==> src/rtl/spi_reg_pkg.sv <==
// Shared types and constants for the SPI register-access controller.
package spi_reg_pkg;

  // Frame sequencing states
  typedef enum logic [1:0] {
    ST_IDLE     = 2'd0,
    ST_WR_DATA  = 2'd1,
    ST_RD_WAIT  = 2'd2,
    ST_RD_DUMMY = 2'd3
  } state_t;

  // Command byte bit selecting write (1) or read (0)
  localparam int unsigned CMD_WR_BIT = 7;

  // Response byte returned when a read never completes
  localparam logic [7:0] RD_TIMEOUT_FILL = 8'hFF;

endpackage

==> src/rtl/spi_rx_edge.sv <==
// Rising-edge detector on the synchronized rx_ready level. Flags one event
// per new byte and presents the byte alongside it for the consumer to capture.
module spi_rx_edge #(
  parameter int unsigned DATA_W = 8
) (
  input  logic              clk_sys,
  input  logic              rst_n,
  input  logic              rx_ready,
  input  logic [DATA_W-1:0] rx_data,
  output logic              rx_ev_c,
  output logic [DATA_W-1:0] rx_byte_c
);

  logic rx_ready_q;

  // Delayed copy of rx_ready for edge detection
  always_ff @(posedge clk_sys) begin
    if (!rst_n) rx_ready_q <= 1'b0;
    else        rx_ready_q <= rx_ready;
  end

  // Event in the cycle rx_ready rises; byte is stable while rx_ready is high
  assign rx_ev_c   = rx_ready & ~rx_ready_q;
  assign rx_byte_c = rx_data;

endmodule

==> src/rtl/spi_reg_ctrl.sv <==
// SPI register-access controller: decodes 2-byte frames from the SPI slave
// into register read/write strobes and loads the read response for transmit.
// Optional burst mode (auto-incrementing address) when SPI_REG_AUTOINC_EN
// is defined; single-transfer frames otherwise.
module spi_reg_ctrl
  import spi_reg_pkg::*;
#(
  parameter int unsigned ADDR_W      = 7,
  parameter int unsigned DATA_W      = 8,
  parameter int unsigned TIMEOUT_CYC = 1024
) (
  input  logic              clk_sys,
  input  logic              rst_n,
  input  logic [DATA_W-1:0] rx_data,
  input  logic              rx_ready,
  output logic [DATA_W-1:0] tx_data,
  output logic              tx_load,
  output logic [ADDR_W-1:0] reg_addr,
  output logic [DATA_W-1:0] reg_wdata,
  output logic              reg_we,
  output logic              reg_re,
  input  logic [DATA_W-1:0] reg_rdata,
  input  logic              reg_rvalid,
  output logic              frame_err,
  input  logic              err_clr
);

  localparam int unsigned TIMEOUT_W = $clog2(TIMEOUT_CYC + 1);

  state_t                state;
  logic [TIMEOUT_W-1:0]  tmo_cnt;
  logic                  tmo_hit_c;
  logic                  rx_ev_c;
  logic [DATA_W-1:0]     rx_byte_c;
`ifdef SPI_REG_AUTOINC_EN
  logic                  wr_more;
`endif

  spi_rx_edge #(.DATA_W(DATA_W)) u_rx_edge (
    .clk_sys   (clk_sys),
    .rst_n     (rst_n),
    .rx_ready  (rx_ready),
    .rx_data   (rx_data),
    .rx_ev_c   (rx_ev_c),
    .rx_byte_c (rx_byte_c)
  );

  // Frame abandoned once the counter reaches the limit without a byte
  assign tmo_hit_c = (tmo_cnt == TIMEOUT_W'(TIMEOUT_CYC));

  // Frame FSM, idle timeout and registered strobes/outputs
  always_ff @(posedge clk_sys) begin
    if (!rst_n) begin
      state     <= ST_IDLE;
      tmo_cnt   <= '0;
      tx_data   <= '0;
      tx_load   <= 1'b0;
      reg_addr  <= '0;
      reg_wdata <= '0;
      reg_we    <= 1'b0;
      reg_re    <= 1'b0;
      frame_err <= 1'b0;
`ifdef SPI_REG_AUTOINC_EN
      wr_more   <= 1'b0;
`endif
    end else begin
      reg_we  <= 1'b0;
      reg_re  <= 1'b0;
      tx_load <= 1'b0;

      // Clear first so a same-cycle error set below takes priority
      if (err_clr) frame_err <= 1'b0;

      if (rx_ev_c || (state == ST_IDLE)) tmo_cnt <= '0;
      else if (!tmo_hit_c)               tmo_cnt <= tmo_cnt + TIMEOUT_W'(1);

      case (state)
        ST_IDLE: begin
          if (rx_ev_c) begin
            reg_addr <= rx_byte_c[ADDR_W-1:0];
`ifdef SPI_REG_AUTOINC_EN
            wr_more  <= 1'b0;
`endif
            if (rx_byte_c[CMD_WR_BIT]) begin
              state <= ST_WR_DATA;
            end else begin
              reg_re <= 1'b1;
              state  <= ST_RD_WAIT;
            end
          end
        end

        ST_WR_DATA: begin
          if (rx_ev_c) begin
            reg_wdata <= rx_byte_c;
            reg_we    <= 1'b1;
`ifdef SPI_REG_AUTOINC_EN
            if (wr_more) reg_addr <= reg_addr + ADDR_W'(1);
            wr_more <= 1'b1;
`else
            state <= ST_IDLE;
`endif
          end else if (tmo_hit_c) begin
            state   <= ST_IDLE;
            tmo_cnt <= '0;
`ifndef SPI_REG_AUTOINC_EN
            frame_err <= 1'b1;
`endif
          end
        end

        ST_RD_WAIT: begin
          if (rx_ev_c) begin
            // Master outran the read: drop the byte and the pending response
            frame_err <= 1'b1;
            state     <= ST_IDLE;
          end else if (reg_rvalid) begin
            tx_data <= reg_rdata;
            tx_load <= 1'b1;
            state   <= ST_RD_DUMMY;
            tmo_cnt <= '0;
          end else if (tmo_hit_c) begin
            tx_data   <= RD_TIMEOUT_FILL;
            tx_load   <= 1'b1;
            frame_err <= 1'b1;
            state     <= ST_IDLE;
            tmo_cnt   <= '0;
          end
        end

        ST_RD_DUMMY: begin
          if (rx_ev_c) begin
`ifdef SPI_REG_AUTOINC_EN
            reg_addr <= reg_addr + ADDR_W'(1);
            reg_re   <= 1'b1;
            state    <= ST_RD_WAIT;
`else
            state <= ST_IDLE;
`endif
          end else if (tmo_hit_c) begin
            state   <= ST_IDLE;
            tmo_cnt <= '0;
`ifndef SPI_REG_AUTOINC_EN
            frame_err <= 1'b1;
`endif
          end
        end

        default: state <= ST_IDLE;
      endcase
    end
  end

endmodule

==> config.mk <==
export PLATFORM = sky130hd
export DESIGN_NAME = spi_reg_ctrl
export DESIGN_NICKNAME = d
export VERILOG_FILES = /design/src/rtl/spi_reg_pkg.sv /design/src/rtl/spi_rx_edge.sv /design/src/rtl/spi_reg_ctrl.sv
export SDC_FILE = /design/constraint.sdc
export NUM_CORES = 1
export LEC_CHECK = 0
export CORE_ASPECT_RATIO = 1.25
export CORE_MARGIN = 5
export CORE_UTILIZATION = 42
export CTS_CLUSTER_DIAMETER = 80
export DETAILED_ROUTE_END_ITERATION = 8
export PLACE_DENSITY = 0.73
export SETUP_SLACK_MARGIN = 0.3
export SYNTH_ARGS = -nofsm -noshare
export SYNTH_HDL_FRONTEND = slang
export SYNTH_SLANG_ARGS = --single-unit
==> constraint.sdc <==
create_clock -name clk_sys -period 1.75 [get_ports clk_sys]
set_input_delay 0.35 -clock clk_sys [delete_from_list [all_inputs] [get_ports clk_sys]]
set_output_delay 0.35 -clock clk_sys [all_outputs]
set_load 0.02 [all_outputs]
==> reports/results.txt, run 1 <==
Layout Nets = 258
Residual DRC = 0
Worst setup SP type = register
CTS tree = yes
Core Region = 0.00382 mm²
Total power = 1880 µW
Vias in the first global route = 1433
DP Area = 0.00222 mm²
CP Data Required Time = 1940 ps
Num CTS Buffers = 5
Max Fclk = 0.649 GHz
Gr ovfl total = 0
Worst slew margin = 0.802
Met1 usage = 0.168
Worst Path Arrival = 1730 ps
Maxcap violations = 0
Hold path start = reg_addr[0]$_SDFFE_PN0P_
Row Count = 25
Peak VDD IR = 0.479 mV
Met3 Use GR = 0.0517
Outcome = complete, no violations
Worst min-delay path endpoint = reg_addr[0]$_SDFFE_PN0P_
DR vias/cell = 4.92
First drt pass iteration count = 4
Worst Setup End Kind = register
R2r setup slk = 210 ps
CTS Root Buffer Type = clkbuf_8
Max-slew violations = 0
DP Worst Slack = -123 ps
Final wirelength = 4.05 mm
Cell variety after synth = 37
Clk buf depth = 2
Cells after synthesis = 176
DRT antenna net count = 0
Io pins = 48
Unrepaired setup endpoints after global routing = true
Largest net degree at the start of global routing = 30
Leak Pwr = 0.00105 µW
Worst-Margin Slew = 297 ps
Ant. Diodes = 0
Final hold viol count = 0
Seq cells post-synth = 41
CTS HTree Levels = 2
Final setup viols = 0
Met2 usage = 0.290
Worst skew pair latency = 300 ps
Min Hold Slack = 460 ps
PortBufs = 47
Hold path depth = 2
Most frequent cells in the layout = dfxtp_1 (38), nand2_1 (36), dlygate4sd2_1 (27), clkdlybuf4s50_1 (19)
Clock skew = 8.57 ps
R2R Path Start = tmo_cnt[0]$_SDFF_PN0_
Mean Syn Cell Area = 9.42 µm²
Die width = 66.2 µm
Yosys warnings = 0
1st-iter DRT viols = 61
Placer Congestion = 0.779
First-pass GRT wire length = 6.53 mm
Power per cell area = 757 mW/mm²
TritonCTS Sinks = 41
HPWL after DPL = 2.73 mm
Reg clk slew, reported paths = 80 ps
Starting Density = 0.434
Final WS setup = 209 ps
CP Class = reg2reg
Vias = 1427
Most Crowded Layer GR = met2
Post-synthesis sequential area ratio = 0.495
Syn nets = 199
GRT Util Overall = 0.159
Min-delay worst type = reg2reg
Reg2reg path depth = 6
Post-Syn Area = 0.00166 mm²
Worst Path Max Fanout = 8
Die ar. = 0.00531 mm²
WL/cell = 14.0 µm
Design Area, Final = 0.00248 mm²
R2R Path End = tx_data[6]$_SDFFE_PN0P_
Tmin final = 1540 ps
Commonest non-fill, non-tap cell in the layout = dfxtp_1
Setup crit start = tmo_cnt[0]$_SDFF_PN0_
Final period util = 0.881
Initial antenna violation count = 0
Layout Area Growth over Synthesis = 49.7%
Layout cell share with drive strength beyond 1 = 0.242
Die Ht = 80.2 µm
Yosys cell counts (all sizes together):
cell    instances  area (µm²)
a21boi         15         113
a21o            1        7.51
a21oi           2        10.0
a41o            1        10.0
and2            2        12.5
and4            1        8.76
and4b           1        13.8
buf             3        21.3
clkbuf          6        22.5
dfxtp          41         821
ha              2        25.0
inv             6        22.5
mux2            1        11.3
nand2          37         139
nand2b          2        12.5
nand3           4        20.0
nand4           2        12.5
nor2           14        60.1
nor2b           2        12.5
nor3            3        15.0
nor3b           2        20.0
nor4            1        6.26
nor4b           2        32.5
o21a            1        8.76
o21ai           2        10.0
o221a           8        90.1
o22ai           1        6.26
or3             2        17.5
or3b            2        17.5
xnor2           4        35.0
xor2            5        43.8
metal layers:
metal,share of wire,wire (µm)
met1,0.42,1690
met2,0.50,2020
met3,0.063,254
met4,0.020,82
met5,0,0
worst max-delay path: stages (launching register included):
cell and delay, ps:
dfxtp_4 390, inv_4 40, ha_4 140, nor4b_4 120
and4b_4 220, o21a_4 250, o221a_2 270
stage by stage:
stage | util | setup TNS (ps) | std cells
3_3_place_gp | 0.581 | -1080 | 275
5_1_grt | 0.650 | 0 | 290
6_report | 0.650 | 0 | 290
2_1_floorplan | - | 0 | 176
3_5_place_dp | 0.581 | -1830 | 275
4_1_cts | 0.630 | 0 | 288
where the power goes:
part           total, µW  internal (µW)  switching (µW)
clock                643            319             324
sequential           981            961            20.8
combinational        254            132             123
total               1880           1410             467
how the worst max path moves through the flow:
stage	cells past startpoint	to	slack, ps
finish	6	tx_data[6]$_SDFFE_PN0P_	210
global route	6	tx_data[7]$_SDFFE_PN0P_	160
CTS	6	tmo_cnt[10]$_SDFF_PN0_	200
detailed placement	5	reg_wdata[3]$_SDFFE_PN0P_	-120
global placement	5	reg_wdata[5]$_SDFFE_PN0P_	-70
floorplan	7	tmo_cnt[0]$_SDFF_PN0_	240
kinds of logic (layout without fill, tap and decap cells):
kind of cell,Yosys count,in the layout,share of synthesized area
simple gates,77,78,0.242
flops,41,41,0.495
compound gates,31,31,0.154
buf+inv,15,74,0.0400
xor+xnor,9,9,0.0475
fa+ha+maj,2,2,0.0151
mux,1,1,0.00679
flip-flops by register name, indices dropped and copies added (netlist names):
register,cells
tx_load,1
frame_err,1
reg_wdata,8
reg_re,1
u_rx_edge.rx_ready_q,1
state,2
tx_data,8
tmo_cnt,11
reg_addr,7
reg_we,1
what timing repair did:
item,4_1_cts,5_1_grt
cloned,1,1
pin swaps,4,5
hold buffers,0,0
setup buffers,4,1
gates resized for setup,42,16
hold endpoints to repair,0,0
endpoints found under the setup margin,62,36
area by class of cell:
class / instances / area (µm²)
multi-input combinational: 121 / 921
tap: 54 / 67.6
clock inverter: 2 / 13.8
inverter: 6 / 25.0
sequential: 41 / 827
timing repair buffer: 60 / 544
fill: 347 / 1340
clock buffer: 6 / 82.6
No activity file was read; power rests on OpenSTA's default activity.
==> run 2: changes to the inputs <==
Settings changed: CTS_CLUSTER_DIAMETER 80 to not set.
==> results of run 2 <==
No change in the layout: final DEF, timing and power equal those of run 1.
==> run 3: changes to the inputs <==
Settings changed: SKIP_CTS_REPAIR_TIMING set to 1.
Clock period 1.75 ns to 1.7 ns, I/O delays scaled along.
==> run 3 against run 2 <==
- setup slack lost 65 ps
- flip-flop and latch count is the same
- register-to-register slack lost 70 ps
- final area grew 2.4%
- final cell count shrank 0.34%
- clock power shrank 4.7%
- sequential share of layout area shrank 0.79 points
- hold slack lost 9.1 ps
- utilization grew 1.6 points
- clock-buffer cell count shrank 1
- global-route usage shrank 1.6 points
- routed wire length shrank 3.1%
==> reports/results.txt, run 3 (synthesis gave the netlist of run 1 again) <==
DRT antenna net count = 0
Worst slew margin = 0.770
Design Area, Final = 0.00254 mm²
Commonest non-fill, non-tap cell in the layout = dfxtp_1
Num CTS Buffers = 5
Clk buf depth = 2
CP Class = reg2reg
Most frequent cells in the layout = dfxtp_1 (38), nand2_1 (36), dlymetal6s2s_1 (28), clkdlybuf4s50_1 (19), nor2_1 (11)
Slowest-stage cell, CP = dfxtp_4
Layout Nets = 257
Worst setup SP type = register
Peak VDD IR = 0.481 mV
Worst Setup End Kind = register
Finished Layout Cells = 289
Outcome = complete, no violations
TritonCTS Sinks = 41
Layout Area Growth over Synthesis = 53.3%
Final WS setup = 143 ps
Maxcap violations = 0
Vias = 1410
Vias in the first global route = 1308
CTS HTree Levels = 2
Biggest register = tmo_cnt
Critical-path cell list = inv_4 > ha_4 > nor4b_4 > and4b_4 > o21a_4 > o221a_4
Power per cell area = 746 mW/mm²
1st-iter DRT viols = 71
Residual DRC = 0
Initial antenna violation count = 0
Placer Congestion = 0.755
Seq pwr share = 0.532
CTS tree = yes
Die Ht = 80.2 µm
GRT Util Overall = 0.143
Worst Path Max Fanout = 8
Die width = 66.2 µm
Max-slew violations = 0
DP Worst Slack = -100 ps
Final hold viol count = 0
PortBufs = 47
WL/cell = 13.6 µm
Total power = 1900 µW
Min-delay worst type = reg2reg
Core Region = 0.00382 mm²
Largest stage delay, worst path = 380 ps
Die ar. = 0.00531 mm²
Worst skew pair latency = 290 ps
Final setup viols = 0
Worst-Margin Slew = 344 ps
DR vias/cell = 4.88
Ant. Diodes = 0
DP Area = 0.00225 mm²
Min Hold Slack = 451 ps
HPWL after DPL = 2.61 mm
CTS Root Buffer Type = clkbuf_8
Layout cell share with drive strength beyond 1 = 0.213
Fill cell count = 328
Largest net degree at the start of global routing = 30
Clock skew = 4.64 ps
Placed Instances = 279
Max reg flops = 11
Worst Path Arrival = 1740 ps
Max Fclk = 0.642 GHz
Row Count = 25
Clock power frac = 0.323
CP Data Required Time = 1890 ps
Comb pwr share = 0.144
Tmin final = 1560 ps
Switching power total = 476 µW
Starting Density = 0.434
Sw frac = 0.251
First drt pass iteration count = 4
Reg clk slew, reported paths = 80 ps
Leak Pwr = 0.00140 µW
Final period util = 0.916
Gr ovfl total = 0
First-pass GRT wire length = 5.89 mm
Biggest regs = tmo_cnt: 11 flops, reg_wdata: 8 flops, tx_data: 8 flops
Unrepaired setup endpoints after global routing = true
Int Power = 1420 µW
Final wirelength = 3.92 mm
Io pins = 48
[run 3: power by group through the flow]
stage / clock network (µW) / logic [µW] / registers (µW)
finish: 613 / 274 / 1010
global route: 681 / 296 / 1010
CTS: 634 / 254 / 1010
detailed placement: 0 / 252 / 1030
global placement: 0 / 251 / 1030
floorplan: 0 / 95.1 / 1050
[run 3: path summary, 6_finish.rpt]
path	startpoint	endpoint	slack (ps)	cells past startpoint
setup reg to reg	tmo_cnt[0]$_SDFF_PN0_	tx_data[6]$_SDFFE_PN0P_	140	6
setup / recovery	tmo_cnt[0]$_SDFF_PN0_	tx_data[6]$_SDFFE_PN0P_	140	6
hold / removal	reg_addr[3]$_SDFFE_PN0P_	reg_addr[3]$_SDFFE_PN0P_	450	2
hold reg to reg	reg_addr[3]$_SDFFE_PN0P_	reg_addr[3]$_SDFFE_PN0P_	450	2
[run 3: routing by layer]
metal / part of all wire / routed length, µm / track usage / up-vias
met5: 0 / 0 / 0 / -
met4: 0.012 / 49 / 0.0488 / 0
met3: 0.094 / 367 / 0.0643 / 7
met2: 0.47 / 1850 / 0.222 / 43
met1: 0.42 / 1660 / 0.173 / 645
li1: - / - / - / 715
[run 3: cell type report]
| class | count | area, µm² | area share |
|---|---|---|---|
| Clock buffer | 5 | 68.8 | 0.0271 |
| Clock inverter | 3 | 17.5 | 0.00689 |
| Inverter | 6 | 25.0 | 0.00985 |
| Multi-Input combinational cell | 121 | 903 | 0.355 |
| Sequential cell | 41 | 827 | 0.325 |
| Tap cell | 54 | 67.6 | 0.0266 |
| Timing Repair Buffer | 59 | 632 | 0.249 |
[run 3: worst max-delay path, delay by kind of cell, from the launching register on]
family	cells	cell delay, ps
DFF	1	380
adders and majority gates	1	140
buffers and inverters	1	40
and+or+nand+nor	2	340
AOI/OAI and AO/OA	2	550
[run 3: metrics by stage]
step | setup TNS [ps] | util
floorplan | 0 | -
global placement | -797 | 0.589
detailed placement | -1180 | 0.589
CTS | 0 | 0.611
global route | 0 | 0.666
finish | 0 | 0.666
